==> src/rtl/nibble_serial_sub.sv <==
`default_nettype none
// ============================================================================
// Module      : nibble_serial_sub
// Description : Computes d = a - b - bin over WIDTH bits, one 4-bit nibble
//               per clock (LSB nibble first) through a borrow-lookahead slice.
// Revision    : 1.0 - initial release
// ============================================================================
module nibble_serial_sub #(
    parameter int WIDTH = 16
) (
    input  logic             clk,
    input  logic             rst,
    input  logic             in_valid,
    output logic             in_ready,
    input  logic [WIDTH-1:0] a,
    input  logic [WIDTH-1:0] b,
    input  logic             bin,
    output logic             out_valid,
    input  logic             out_ready,
    output logic [WIDTH-1:0] d,
    output logic             bout,
    output logic             ovf
);

    // WIDTH must be a multiple of 4 and at least 4.
    localparam int c_NIBBLES = WIDTH / 4;
    localparam int c_KW      = (c_NIBBLES > 1) ? $clog2(c_NIBBLES) : 1;

    localparam logic [1:0] c_IDLE = 2'd0;
    localparam logic [1:0] c_RUN  = 2'd1;
    localparam logic [1:0] c_DONE = 2'd2;

    logic [1:0]       r_state;
    logic [WIDTH-1:0] r_a;
    logic [WIDTH-1:0] r_b;
    logic [WIDTH-1:0] r_d;
    logic [c_KW-1:0]  r_k;
    logic             r_borrow;
    logic             r_bout;
    logic             r_ovf;

    logic [3:0]       w_a_nib;
    logic [3:0]       w_b_nib;
    logic [3:0]       w_g;
    logic [3:0]       w_p;
    logic [4:0]       w_c;
    logic [3:0]       w_dif;
    logic             w_last;

    always_comb begin
        w_a_nib = r_a[3:0];
        w_b_nib = r_b[3:0];
        for (int n = 0; n < c_NIBBLES; n++) begin
            if (r_k == c_KW'(n)) begin
                w_a_nib = r_a[4*n +: 4];
                w_b_nib = r_b[4*n +: 4];
            end
        end
    end

    assign w_last = (r_k == c_KW'(c_NIBBLES - 1));

    // Borrow generate/propagate; every borrow is a flat sum of products.
    assign w_g = ~w_a_nib & w_b_nib;
    assign w_p = ~(w_a_nib ^ w_b_nib);

    assign w_c[0] = r_borrow;
    assign w_c[1] = w_g[0] | (w_p[0] & r_borrow);
    assign w_c[2] = w_g[1] | (w_p[1] & w_g[0]) | (w_p[1] & w_p[0] & r_borrow);
    assign w_c[3] = w_g[2] | (w_p[2] & w_g[1]) | (w_p[2] & w_p[1] & w_g[0])
                  | (w_p[2] & w_p[1] & w_p[0] & r_borrow);
    assign w_c[4] = w_g[3] | (w_p[3] & w_g[2]) | (w_p[3] & w_p[2] & w_g[1])
                  | (w_p[3] & w_p[2] & w_p[1] & w_g[0])
                  | (w_p[3] & w_p[2] & w_p[1] & w_p[0] & r_borrow);

    assign w_dif = w_a_nib ^ w_b_nib ^ w_c[3:0];

    always_ff @(posedge clk) begin
        if (rst) begin
            r_state  <= c_IDLE;
            r_a      <= '0;
            r_b      <= '0;
            r_d      <= '0;
            r_k      <= '0;
            r_borrow <= 1'b0;
            r_bout   <= 1'b0;
            r_ovf    <= 1'b0;
        end else begin
            case (r_state)
                c_IDLE: begin
                    if (in_valid) begin
                        r_a      <= a;
                        r_b      <= b;
                        r_borrow <= bin;
                        r_k      <= '0;
                        r_d      <= '0;
                        r_bout   <= 1'b0;
                        r_ovf    <= 1'b0;
                        r_state  <= c_RUN;
                    end
                end
                c_RUN: begin
                    for (int n = 0; n < c_NIBBLES; n++) begin
                        if (r_k == c_KW'(n)) begin
                            r_d[4*n +: 4] <= w_dif;
                        end
                    end
                    r_borrow <= w_c[4];
                    r_k      <= r_k + 1'b1;
                    if (w_last) begin
                        // Top nibble's bit 3 is the result sign bit.
                        r_bout  <= w_c[4];
                        r_ovf   <= (r_a[WIDTH-1] != r_b[WIDTH-1]) &
                                   (w_dif[3] != r_a[WIDTH-1]);
                        r_state <= c_DONE;
                    end
                end
                c_DONE: begin
                    if (out_ready) begin
                        r_state <= c_IDLE;
                    end
                end
                default: r_state <= c_IDLE;
            endcase
        end
    end

    assign in_ready  = (r_state == c_IDLE);
    assign out_valid = (r_state == c_DONE);
    assign d         = r_d;
    assign bout      = r_bout;
    assign ovf       = r_ovf;

endmodule
`default_nettype wire

==> config.mk <==
export PLATFORM = sky130hd
export DESIGN_NAME = nibble_serial_sub
export DESIGN_NICKNAME = d
export VERILOG_FILES = /design/src/rtl/nibble_serial_sub.sv
export SDC_FILE = /design/constraint.sdc
export NUM_CORES = 1
export LEC_CHECK = 0
export ABC_AREA = 1
export BUFFER_PORTS_ARGS = -buffer_cell sky130_fd_sc_hd__buf_2
export CELL_PAD_IN_SITES_DETAIL_PLACEMENT = 0
export CELL_PAD_IN_SITES_GLOBAL_PLACEMENT = 1
export CORE_UTILIZATION = 40
export CTS_BUF_LIST = sky130_fd_sc_hd__clkbuf_8
export DETAILED_ROUTE_END_ITERATION = 6
export GPL_TIMING_DRIVEN = 0
export PLACE_DENSITY = 0.79
export SYNTH_ARGS = -nofsm -noshare
export SYNTH_HDL_FRONTEND = slang
export SYNTH_SLANG_ARGS = --single-unit
export TNS_END_PERCENT = 20
==> constraint.sdc <==
create_clock -name clk -period 3.04 [get_ports clk]
set_clock_uncertainty 0.15 [all_clocks]
set_input_delay 0.608 -clock clk [delete_from_list [all_inputs] [get_ports clk]]
set_output_delay 0.608 -clock clk [all_outputs]
set_load 0.03 [all_outputs]
==> results.json <==
{
  "status": "finished clean",
  "slew_viol_final": 0,
  "p_int_mw": 1.222,
  "synth_cells": 339,
  "whs_ps": 311.8,
  "crit_required_ps": 3060,
  "r2r_slack_ps": 200,
  "rsz0062_at_grt": "no",
  "grt_util_all_layers": 0.2005,
  "swShare": 0.3181,
  "dr.pass1.iters": 4,
  "hold_depth": 2,
  "max_freq_mhz": 352.6,
  "die_area_mm2": 0.006608,
  "worst_slew_pin_slew_ps": 473.7,
  "drc": 0,
  "cts_tree": "yes",
  "maxSlewHeadroom": 0.6842,
  "clkTransAtPathRegs_ps": 90,
  "crit_path_start_kind": "flop",
  "syn_nets": 385,
  "postCtsHoldBufs": 0,
  "ir_worst_vdd_v": 0.0002715,
  "numPortBuffers": 55,
  "synth_top_area_share": 0.4378,
  "fin_ws_ps": 204.2,
  "drt-initial-drc-count": 121,
  "ios": 57,
  "die_y_um": 81.29,
  "avgViaCountPerCell": 4.933,
  "antenna_found_initial": 0,
  "avgSynthCellArea_um2": 7.419,
  "hold_path_end": "d[8]",
  "hp-class": "reg -> reg",
  "crit_chain": "inv_1, ha_1, buf_2, inv_4, nor2_1, o311ai_1, o21ai_0, ha_1, nand2_1, nor2_1, nor2_2, nand2_1, nand2_2, nand3_1, nand3_1, a21oi_1",
  "ant_nets": 0,
  "synthesis.area_mm2": 0.002515,
  "insertion_delay_ps": 300,
  "power_density_mw_per_mm2": 588.0,
  "insertedDiodeCount": 0,
  "area_growth_pct": 21.19,
  "cp-startpoint": "r_k[1]",
  "synth_top_area_cell": "dfxtp_1",
  "min_from": "d[8]",
  "num_vias": 2368,
  "grt_max_degree": 17,
  "postLayoutCoreUtil": 0.5088,
  "ys_ff_latch": 55,
  "ys_types": 31,
  "timing.rr.end": "ovf",
  "die_w_um": 81.29,
  "cts-htree-levels": 2,
  "drive_above_1_share": 0.2469,
  "hold_viol": 0,
  "p_sw_mw": 0.5702,
  "grt_pass1_vias": 2057,
  "core_area_mm2": 0.005991,
  "leakage_nw": 1.404,
  "worst_path_largest_cell_delay_ps": 370,
  "routed_wl_um": 6157,
  "pre_cts_ws_ps": -189.6,
  "cp_top_family": "simple AND/OR/NAND/NOR gates",
  "max_cap_viol_count": 0,
  "cp-end-kind": "flop",
  "fin_nets": 450,
  "ff2ff_path_depth": 16,
  "grt_overflow": 0,
  "wl_per_cell_um": 12.83,
  "crit_arrival_ps": 2860,
  "clockBufferDepth": 2,
  "path_class": "reg -> reg",
  "yosys_warnings": 0,
  "cp_num_buf_inv": 3,
  "p_seq_frac": 0.455,
  "clkPwrFrac": 0.279,
  "cts_made_buffers": 5,
  "place_congestion": 0.7689,
  "start_util": 0.4198,
  "clkSinkCount": 55,
  "fp-row-count": 28,
  "ys_seq_area_frac": 0.4378,
  "combPwrFrac": 0.266,
  "post-route-period-util": 0.9328,
  "synth_area_leaders": "dfxtp_1 (44%), nor2_1 (13%), o21ai_0 (8.8%)",
  "grt_pass1_wl_um": 9908,
  "setup_violations": 0,
  "cp_max_fo": 9,
  "cp_slowest_cell": "dfxtp_2",
  "cts_root_buf": "clkbuf_8",
  "nFillCells": 641,
  "dp_hpwl_um": 4508,
  "min_period_ps": 2836,
  "r2r_start": "r_k[1]"
}
==> through the flow <==
step	instance area [µm²]	TNS [ps]	power, mW	instances
floorplan	2515	0	1.138	339
detailed placement	2884	-887.2	1.267	469
CTS	3017	0	1.783	478
global route	3048	0	1.911	480
finish	3048	0	1.792	480
global placement	2884	-1353	1.265	469
==> tightest hold or removal path: stages (launching register included) <==
cell and delay, ps:
dfxtp_1 320, nand2_1 60, a21oi_1 50
==> flip-flops by register name (all words and copies together), names as in the netlist <==
signal / count
bout: 1
r_a: 16
r_b: 16
d: 16
ovf: 1
r_k: 2
r_state: 2
r_borrow: 1
==> layout by cell type (no fill, tap or decap), types with 6 or more instances in the layout <==
cell	n
buf_2	64
nor2_1	83
a21oi_1	21
clkbuf_8	6
o21ai_0	41
nand2_1	44
nand3_1	12
dfxtp_1	54
ha_1	8
inv_1	14
==> cells by family after synthesis <==
family / after synthesis / share of synthesized area
adder cells (fa/ha/maj): 9 / 0.04776
AND/OR/NAND/NOR: 153 / 0.2557
AO/OA/AOI/OAI: 81 / 0.1871
flip-flops: 55 / 0.4378
XOR/XNOR: 1 / 0.003483
buffers and inverters: 40 / 0.06816
==> power groups by stage <==
stage                     Sequential, mW  Combinational (mW)  Clock (mW)
after floorplan                    0.862               0.275           0
after global placement             0.830               0.435           0
after detailed placement           0.832               0.435           0
after CTS                          0.816               0.456       0.512
after global routing               0.824               0.535       0.553
final                              0.816               0.477       0.500
==> per-layer routing <==
metal | vias up | global-route usage | wire, µm
met5 | - | 0 | 0
met4 | 0 | 0.04821 | 53
met3 | 7 | 0.03371 | 195
met2 | 43 | 0.3200 | 2835
met1 | 1074 | 0.2790 | 3073
li1 | 1244 | - | -
==> how the worst max path moves through the flow <==
| stage | endpoint | slack, ps | cells after the start |
|---|---|---|---|
| global placement | d[10] | -240 | 14 |
| CTS | ovf | 6 | 16 |
| finish | ovf | 200 | 16 |
| detailed placement | d[2] | -190 | 14 |
| global route | ovf | 8 | 16 |
| floorplan | ovf | 480 | 16 |
==> layout make-up <==
type	instances	area, µm²	share of cell area
Buffer	16	73.82	0.02422
Clock inverter	2	35.03	0.01149
Inverter	24	100.1	0.03284
Tap cell	75	93.84	0.03079
Timing Repair Buffer	58	297.8	0.09770
Clock buffer	6	82.58	0.02709
Sequential cell	55	1102	0.3617
Multi-Input combinational cell	244	1262	0.4142
==> synth_stat cells <==
master / count
nor2_1: 85
dfxtp_1: 55
nand2_1: 45
o21ai_0: 44
a21oi_1: 21
inv_1: 14
nand3_1: 13
buf_2: 9
ha_1: 8
inv_2: 6
clkbuf_1: 5
a211oi_1: 4
nand4_1: 4
o311ai_0: 4
clkbuf_2: 2
clkinv_2: 2
nand2_4: 2
o21ai_1: 2
o21ai_4: 2
a21oi_4: 1
a31oi_1: 1
clkinv_1: 1
fa_1: 1
inv_6: 1
nor2_2: 1
nor2_4: 1
nor2_8: 1
nor3_1: 1
o211ai_1: 1
o21a_1: 1
xor2_1: 1
==> timing repair <==
action / CTS / global route
gates resized for setup: 5 / 8
hold endpoints to repair: 0 / 0
pin swaps: 1 / 2
endpoints found under the setup margin: 16 / 18
setup buffers: 1 / 2
No activity file was read; power rests on OpenSTA's default activity.
